File: config.mk
export PLATFORM = sky130hd
export DESIGN_NAME = usb_line_filter_flat
export DESIGN_NICKNAME = d
export VERILOG_FILES = /design/src/rtl/usb_line_filter_pkg.sv /design/src/rtl/usb_line_filter_if.sv /design/src/rtl/usb_filter_lane.sv /design/src/rtl/usb_line_filter.sv /design/src/flat_wrapper.sv
export SDC_FILE = /design/constraint.sdc
export NUM_CORES = 1
export LEC_CHECK = 0
export ABC_AREA = 1
export BUFFER_PORTS_ARGS = -buffer_cell sky130_fd_sc_hd__buf_4
export CORE_UTILIZATION = 35
export CTS_CLUSTER_DIAMETER = 200
export DETAILED_ROUTE_END_ITERATION = 10
export PLACE_DENSITY = 0.58
export SLEW_MARGIN = 20
export SYNTH_ARGS = -nofsm -noshare
export SYNTH_HDL_FRONTEND = slang
export SYNTH_HIERARCHICAL = 1
export SYNTH_SLANG_ARGS = --single-unit
File: constraint.sdc
create_clock -name clk -period 2 [get_ports clk]
set_input_delay 0.4 -clock clk [delete_from_list [all_inputs] [get_ports clk]]
set_output_delay 0.4 -clock clk [all_outputs]
set_load 0.01 [all_outputs]
File: src/rtl/usb_line_filter_pkg.sv
// Shared types for the USB line-state front end: PHY pin pair, decoded line
// state, and the {dp, dn} to line-state mapping for either bus speed.
package usb_line_filter_pkg;

  typedef struct packed {
    logic dp;
    logic dn;
  } d_port_t;

  typedef enum logic [1:0] {
    LS_SE0 = 2'd0,
    LS_J   = 2'd1,
    LS_K   = 2'd2,
    LS_SE1 = 2'd3
  } ls_t;

  // Low speed swaps the roles of dp and dn for J/K; SE0/SE1 are speed-agnostic.
  function automatic ls_t decode_ls(logic dp, logic dn, logic low_speed);
    case ({dp, dn})
      2'b00:   return LS_SE0;
      2'b11:   return LS_SE1;
      2'b10:   return low_speed ? LS_K : LS_J;
      default: return low_speed ? LS_J : LS_K;
    endcase
  endfunction

endpackage

File: src/rtl/usb_line_filter_if.sv
// Bundle between the PHY pins and the NRZI decoder: raw pins in, filtered
// line information out.
interface usb_line_filter_if;
  import usb_line_filter_pkg::*;

  d_port_t d;
  logic    q;
  logic    se0;
  logic    se1;
  ls_t     line_state;
  logic    ls_change;
  logic    bus_reset;

  modport master (
    output d,
    input  q, se0, se1, line_state, ls_change, bus_reset
  );

  modport slave (
    input  d,
    output q, se0, se1, line_state, ls_change, bus_reset
  );

endinterface

File: src/rtl/usb_filter_lane.sv
// One USB line: synchroniser chain, TAPS-deep sample window with a running
// popcount, and a hysteresis comparator producing the filtered level.
module usb_filter_lane #(
  parameter int   SYNC_STAGES = 2,
  parameter int   TAPS        = 5,
  parameter int   HYST        = 0,
  parameter logic IDLE        = 1'b1
) (
  input  logic clk,
  input  logic reset_n,
  input  logic in,
  output logic out
);

  localparam int SW = $clog2(TAPS + 1);
  localparam logic [SW-1:0] SET_TH   = SW'((TAPS + 1) / 2 + HYST);
  localparam logic [SW-1:0] CLR_TH   = SW'((TAPS - 1) / 2 - HYST);
  localparam logic [SW-1:0] IDLE_SUM = IDLE ? SW'(TAPS) : '0;

  logic [SYNC_STAGES-1:0] sync;
  logic [TAPS-1:0]        taps;
  logic [SW-1:0]          sum;
  logic                   newest;
  logic                   oldest;

  assign newest = sync[SYNC_STAGES-1];
  assign oldest = taps[TAPS-1];

  always_ff @(posedge clk) begin
    if (!reset_n) begin
      // NOTE: the window is reset to the idle level (not zero) so that sum
      // equals popcount(taps) from the very first edge and can never wrap.
      sync <= {SYNC_STAGES{IDLE}};
      taps <= {TAPS{IDLE}};
      sum  <= IDLE_SUM;
      out  <= IDLE;
    end else begin
      // NOTE: non-blocking assignments let every stage read the pre-edge
      // value of its neighbour, which is what makes this a shift register.
      sync <= SYNC_STAGES'({sync, in});
      taps <= TAPS'({taps, newest});
      sum  <= sum + SW'(newest) - SW'(oldest);
      if (sum >= SET_TH) begin
        out <= 1'b1;
      end else if (sum <= CLR_TH) begin
        out <= 1'b0;
      end
    end
  end

endmodule

File: src/rtl/usb_line_filter.sv
// USB line-state front end: filters dp/dn, decodes J/K/SE0/SE1, flags
// line-state changes and qualifies long SE0 as bus reset.
module usb_line_filter
  import usb_line_filter_pkg::*;
#(
  parameter int SYNC_STAGES  = 2,
  parameter int TAPS         = 5,
  parameter int HYST         = 0,
  parameter int LOW_SPEED    = 0,
  parameter int RESET_CYCLES = 120
) (
  input  logic               clk,
  input  logic               reset_n,
  usb_line_filter_if.slave   bus
);

  localparam int             CW      = $clog2(RESET_CYCLES + 1);
  localparam logic [CW-1:0]  CNT_MAX = CW'(RESET_CYCLES);
  localparam logic           IDLE_DP = (LOW_SPEED == 0);

  if (TAPS < 3 || TAPS > 15 || (TAPS % 2) == 0) begin : g_bad_taps
    $fatal(1, "usb_line_filter: TAPS must be odd and within 3..15");
  end
  if (HYST < 0 || HYST > (TAPS - 1) / 2) begin : g_bad_hyst
    $fatal(1, "usb_line_filter: HYST must be within 0..(TAPS-1)/2");
  end
  if (SYNC_STAGES < 1) begin : g_bad_sync
    $fatal(1, "usb_line_filter: SYNC_STAGES must be at least 1");
  end
  if (RESET_CYCLES < 1) begin : g_bad_reset
    $fatal(1, "usb_line_filter: RESET_CYCLES must be at least 1");
  end

  logic          o_dp;
  logic          o_dn;
  ls_t           ls_prev;
  logic [CW-1:0] se0_cnt;

  usb_filter_lane #(
    .SYNC_STAGES (SYNC_STAGES),
    .TAPS        (TAPS),
    .HYST        (HYST),
    .IDLE        (IDLE_DP)
  ) u_lane_dp (
    .clk     (clk),
    .reset_n (reset_n),
    .in      (bus.d.dp),
    .out     (o_dp)
  );

  usb_filter_lane #(
    .SYNC_STAGES (SYNC_STAGES),
    .TAPS        (TAPS),
    .HYST        (HYST),
    .IDLE        (!IDLE_DP)
  ) u_lane_dn (
    .clk     (clk),
    .reset_n (reset_n),
    .in      (bus.d.dn),
    .out     (o_dn)
  );

  assign bus.q          = o_dp;
  assign bus.se0        = ~o_dp & ~o_dn;
  assign bus.se1        =  o_dp &  o_dn;
  assign bus.line_state = decode_ls(o_dp, o_dn, !IDLE_DP);
  assign bus.bus_reset  = (se0_cnt == CNT_MAX);

  always_ff @(posedge clk) begin
    if (!reset_n) begin
      ls_prev       <= LS_J;
      bus.ls_change <= 1'b0;
      se0_cnt       <= '0;
    end else begin
      ls_prev       <= bus.line_state;
      bus.ls_change <= (bus.line_state != ls_prev);
      // Saturate rather than wrap so bus_reset stays high for an arbitrarily long SE0.
      if (!bus.se0) begin
        se0_cnt <= '0;
      end else if (se0_cnt != CNT_MAX) begin
        se0_cnt <= se0_cnt + 1'b1;
      end
    end
  end

endmodule

File: src/flat_wrapper.sv
// flat-port wrapper written by rule: the top's interface ports become plain ports
module usb_line_filter_flat import usb_line_filter_pkg::*;
#(
  parameter int SYNC_STAGES  = 2,
  parameter int TAPS         = 5,
  parameter int HYST         = 0,
  parameter int LOW_SPEED    = 0,
  parameter int RESET_CYCLES = 120
)
  (clk, reset_n, bus_d, bus_q, bus_se0, bus_se1, bus_line_state, bus_ls_change, bus_bus_reset);
  usb_line_filter_if bus_i ();
  input  logic clk;
  input  logic reset_n;
  input wire logic [$bits(bus_i.d)-1:0] bus_d;
  output wire logic [$bits(bus_i.q)-1:0] bus_q;
  output wire logic [$bits(bus_i.se0)-1:0] bus_se0;
  output wire logic [$bits(bus_i.se1)-1:0] bus_se1;
  output wire logic [$bits(bus_i.line_state)-1:0] bus_line_state;
  output wire logic [$bits(bus_i.ls_change)-1:0] bus_ls_change;
  output wire logic [$bits(bus_i.bus_reset)-1:0] bus_bus_reset;
  assign bus_i.d = bus_d;
  assign bus_q = bus_i.q;
  assign bus_se0 = bus_i.se0;
  assign bus_se1 = bus_i.se1;
  assign bus_line_state = bus_i.line_state;
  assign bus_ls_change = bus_i.ls_change;
  assign bus_bus_reset = bus_i.bus_reset;
  usb_line_filter #(.SYNC_STAGES(SYNC_STAGES), .TAPS(TAPS), .HYST(HYST), .LOW_SPEED(LOW_SPEED), .RESET_CYCLES(RESET_CYCLES)) u_core (.clk(clk), .reset_n(reset_n), .bus(bus_i));
endmodule
# Word-level counts from Yosys, hierarchy flattened
# Index checks and enable logic that the tools add are counted.
totals:
  regBits: 32
  in_bits: 4
  memories: 0
  latchBits: 0
  word_cells: 37
  romBits: 0
  output_inout_bits: 7
  mem_bits_rw: 0
op_classes:
  mux: 3
  shifts: 0
  div_mod_pow: 0
  n_eq_ne: 5
  n_bitwise: 5
  reduce_logical: 4
  addsub: 5
  n_mul: 0
  order_cmp: 4
ops:
  columns: ["cell", "n"]
  rows:
  - ["7-bit by 1-bit adder with 7-bit output, second input constant", 1]
  - ["7-bit == test, second input constant", 1]
  - ["7-bit inequality test, second input constant", 1]
  - ["3-bit by 1-bit adder with 3-bit output", 2]
  - ["3-bit by 2-bit greater-or-equal comparator with 1-bit output, second input constant", 2]
  - ["3-bit by 2-bit less-or-equal comparator with 1-bit output, second input constant", 2]
  - ["2-bit one-hot mux with 3 select lines", 1]
  - ["3-bit by 1-bit subtractor with 3-bit output", 2]
  - ["2-bit == test, second input constant", 2]
  - ["1-bit NOT", 3]
  - ["1-bit bitwise AND", 2]
  - ["2-bit zero test", 1]
  - ["1-bit two-way mux", 2]
  - ["2-bit inequality test", 1]
  - ["2-bit AND reduction", 1]
  - ["2-bit nonzero test", 1]
  - ["2-bit OR reduction", 1]

# Longest topological paths before layout
depth:
  word_depth: 3
  ltp_mapped: 7
  depth_no_buf: 7

# Cells and area by module
# The synthesis kept the hierarchy.
by_module_without_submodules:
  columns: ["mod", "area_per_inst_um2", "n_inst", "seq_area_each_um2", "cells_each"]
  rows:
  - ["usb_line_filter", 466.7, 1, 200.2, 64]
  - ["usb_filter_lane (u_core.u_lane_dn)", 432.9, 1, 220.2, 50]
  - ["usb_filter_lane (u_core.u_lane_dp)", 402.9, 1, 220.2, 39]

# Worst setup path before layout
# No wires, ideal clock.
synth_timing:
  path_kind: "flip-flop to flip-flop"
  startpoint: "register u_core.u_lane_dn.sum[0]"
  endpoint: "register u_core.u_lane_dn.sum[2]"
  required_time_ns: 1.886
  t_arrival_ns: 1.379
  n_path_buf: 0
  setup_ns: 0.114
  synth_period_minus_slack_ns: 1.493
  path_stages_with_launch: 8
  slack_ns: 0.507
  cell_sequence: "dfxtp_1 > inv_1 > ha_1 > inv_1 > ha_1 > fa_1 > xor2_1 > nor2_1"
synth_between:
  elab_chain_len: 2
synth_rtl:
  columns: ["item", "line_no", "source"]
  rows:
  - ["start, declared", "usb_filter_lane.sv:22", "logic [SW-1:0] sum;"]
  - ["start signal, assigned", "usb_filter_lane.sv:42", "sum <= sum + SW'(newest) - SW'(oldest);"]
  - ["3-bit by 1-bit adder with 3-bit output", "usb_filter_lane.sv:42", null]
  - ["3-bit by 1-bit subtractor with 3-bit output", "usb_filter_lane.sv:42", null]
# Every way passes these cells.
# A chain may end at the register's enable or synchronous reset.

# Worst setup path after layout
layout_timing:
  startpoint: "register u_core.se0_cnt[0]"
  endpoint: "output bus_bus_reset"
layout_between:
  elab_chain_len: 1
layout_rtl:
  columns: ["item", "line_no", "source"]
  rows:
  - ["start, declared", "usb_line_filter.sv:37", "logic [CW-1:0] se0_cnt;"]
  - ["start signal, assigned", "usb_line_filter.sv:81", "se0_cnt <= se0_cnt + 1'b1;"]
  - ["7-bit == test", "usb_line_filter.sv:67", "assign bus.bus_reset = (se0_cnt == CNT_MAX);"]
  - ["end, declared", "flat_wrapper.sv:20", "output wire logic [$bits(bus_i.bus_reset)-1:0] bus_bus_reset;"]
# Every way passes these cells.

==> results.py <==
metrics = {
    "setup_path": {
        "r2r_cells": 7,
        "rrSetupSlack_ns": 0.40,
        "worstPathArrival_ns": 1.31,
        "cp_top_family": "flip-flops",
        "cp_slowest_cell": "dfxtp_1",
        "endpoint_kind": "output pin",
        "path_max_fanout": 4,
        "worstSetupPathDepth": 5,
        "worstSetupPathType": "register to output pin",
        "cp.required_ns": 1.60,
        "crit_chain": "inv_1 -> ha_1 -> nand3_1 -> nor2_2 -> buf_4",
        "worstPathBufferInverterCount": 2,
        "max_stage_delay_ns": 0.34,
        "cp-start-kind": "register",
    },
    "floorplan": {
        "initial_utilization": 0.378,
        "io_pins": 11,
        "placement_rows": 21,
        "core_um2": 3440,
        "die_area_um2": 3970,
        "die_h_um": 63.0,
        "die_width_um": 63.0,
    },
    "layout": {
        "layout-drive-gt1-share": 0.137,
        "area_growth_syn_to_layout_pct": 17.3,
        "fin_area_um2": 1530,
        "finalNetCount": 183,
        "diodes": 0,
        "final_core_util": 0.444,
    },
    "clock_tree": {
        "cts_max_level": 2,
        "worstSkewPairLatency_ns": 0.28,
        "cts_buffers": 5,
        "clockRootBuffer": "clkbuf_8",
        "cts.reportedPaths.clkPinSlew_ns": 0.06,
        "cts_resized": 0,
        "clock-sinks": 32,
        "postCtsSetupBuffers": 0,
        "cts_hold_buf": 0,
        "cts_tree": "yes",
        "clock_path_buffers": 2,
    },
    "placement": {
        "dp_hpwl_um": 1570,
        "postPlaceCellArea_um2": 1420,
        "portBuffers": 10,
        "gp_congestion": 0.708,
    },
    "yosys": {
        "synthAdderAreaFrac": 0.127,
        "synthCells": 153,
        "yosys.area.top_type": "dfxtp_1",
        "synth_warnings": 6,
        "synth.distinct_cells": 20,
        "avgSynthCellArea_um2": 8.51,
        "synth_top_family_by_area": "simple AND/OR/NAND/NOR gates",
        "synth.area.mux_share": 0,
        "synth_compound_area_frac": 0.0442,
        "yosys.area_share.simple": 0.201,
        "yosys-top-cells-area": "dfxtp_1 49%, ha_1 9.6%, inv_1 9.2%",
        "synth-seq-cells": 32,
        "synth_top_area_frac": 0.492,
        "syn_nets": 169,
        "netlist_area_um2": 1300,
        "ys_seq_area_frac": 0.492,
        "synth-xor-area-share": 0.0269,
    },
    "timing": {
        "fin_setup_tns_ns": 0,
        "finalHoldViolCount": 0,
        "tightest_slew_ns": 0.301,
        "finalSetupViolations": 0,
        "slew_headroom": 0.799,
        "skew_ns": 0.00221,
        "rsz0062_at_grt": "no",
        "fmax_mhz": 584,
        "finalCriticalPeriod_ns": 1.71,
        "min_period_over_period": 0.856,
        "report.final.slew_viol_count": 0,
    },
    "global_routing": {
        "antenna_found_initial": 0,
        "overflow": 0,
        "grtUsageTotal": 0.132,
        "grt_pass1_vias": 967,
        "grt_max_degree": 16,
        "grt_pass1_wl_um": 3860,
    },
    "drt": {
        "drcViolationCount": 0,
        "via_per_inst": 4.31,
        "vias": 923,
        "routed_wl_um": 2120,
        "first_iter_violations": 37,
        "postRouteAntennaNets": 0,
        "drt_pass1_iterations": 7,
        "wl_per_cell_um": 9.91,
    },
    "power_and_ir_drop": {
        "p_leak_nw": 0.740,
        "ir_drop_uv": 384,
        "combPwrFrac": 0.078,
        "p_sw_mw": 0.301,
        "power.share.clock": 0.430,
        "internal-power_mw": 1.08,
        "seqPwrFrac": 0.492,
        "sw_frac_of_total": 0.218,
        "power_density_nw_per_um2": 905,
    },
    "worst_hold_path": {
        "hold_depth": 3,
        "hold_class": "input pin to register",
    },
    "run": {
        "maxCapViolCount": 0,
    },
    "outcome": {
        "run_status": "finished, final reports clean",
    },
}
## Yosys cell counts
master / n
a21boi_0: 1
a21oi_1: 6
buf_4: 1
clkbuf_1: 2
dfxtp_1: 32
fa_1: 2
ha_1: 10
inv_1: 32
inv_2: 2
nand2_1: 24
nand2_2: 1
nand3_1: 9
nor2_1: 9
nor2_2: 3
nor3_1: 1
o21ai_0: 4
or2_0: 2
or2_1: 8
xnor2_1: 3
xor2_1: 1
## area by class of cell
type,count,area [um^2]
Timing Repair Buffer,10,75.1
Tap cell,46,57.6
Clock inverter,2,35.0
Clock buffer,6,72.6
Inverter,34,128
Multi-Input combinational cell,84,519
Fill cell,358,1910
Sequential cell,32,641
## power groups by stage
stage / logic [mW] / clock network (mW) / registers [mW]
2_1_floorplan: 0.0756 / 0 / 0.691
3_3_place_gp: 0.102 / 0 / 0.693
3_5_place_dp: 0.110 / 0 / 0.694
4_1_cts: 0.111 / 0.613 / 0.680
5_1_grt: 0.130 / 0.641 / 0.683
6_report: 0.108 / 0.595 / 0.680
## worst min-delay path: cells and delay by family
kind	cells	cell delay (ns)
and+or+nand+nor	1	0.04
buffers and inverters	2	0.12
## flip-flops by register name, summed over array words and instances, names as in the netlist
signal	flops
u_core/u_lane_dp/taps	5
u_core/ls_prev	2
u_core/se0_cnt	7
u_core/u_lane_dn/sum	3
u_core/bus.ls_change	1
u_core/u_lane_dp/sum	3
u_core/u_lane_dn/out	1
u_core/u_lane_dp/sync	2
u_core/u_lane_dn/sync	2
u_core/u_lane_dp/out	1
u_core/u_lane_dn/taps	5
## cells in the final DEF (no fill, tap or decap)
| cell type | instances |
|---|---|
| ha_1 | 10 |
| nor3_1 | 1 |
| nand3_1 | 9 |
| nand2_1 | 24 |
| o21ai_0 | 4 |
| xor2_1 | 1 |
| buf_4 | 10 |
| clkbuf_8 | 5 |
| inv_2 | 2 |
| a21oi_1 | 6 |
| nand2_2 | 1 |
| or2_1 | 8 |
| or2_0 | 2 |
| inv_1 | 32 |
| a21boi_0 | 1 |
| fa_1 | 2 |
| dfxtp_1 | 32 |
| clkbuf_1 | 1 |
| nor2_1 | 9 |
| clkinv_2 | 1 |
| bufinv_16 | 1 |
| nor2_2 | 3 |
| xnor2_1 | 3 |
## path summary, 6_finish.rpt
path                                                from                  endpoint
worst min-delay path                            bus_d[0]  u_core/u_lane_dn/sync[0]
worst max register to register   u_core/u_lane_dp/sum[0]   u_core/u_lane_dp/sum[2]
worst min register to register  u_core/u_lane_dp/sync[0]  u_core/u_lane_dp/sync[1]
worst max-delay path                   u_core/se0_cnt[0]             bus_bus_reset
## through the flow
step	total power [mW]	hold slack (ns)	setup WS, ns	std cells
final	1.38	0.298	0.289	214
after global routing	1.45	0.297	0.208	214
after CTS	1.40	0.291	0.279	214
after detailed placement	0.804	0.393	0.411	206
after global placement	0.795	0.388	0.483	206
after floorplan	0.767	0.386	0.507	153
## per-layer routing
metal / global-route usage / share of wire / wire, um / up-vias
li1: - / - / - / 480
met2: 0.228 / 0.52 / 1110 / 13
met4: 0.0959 / 0.033 / 70 / 0
met5: 0 / 0 / 0 / -
met3: 0.0474 / 0.042 / 89 / 8
met1: 0.128 / 0.40 / 848 / 422
## logic make-up after synthesis
family	Yosys count
and+or+nand+nor	57
buffers and inverters	37
DFF	32
adders and majority gates	12
AOI/OAI and AO/OA	11
xor gates and xnor gates	4
(Power assumes the default switching activity.)
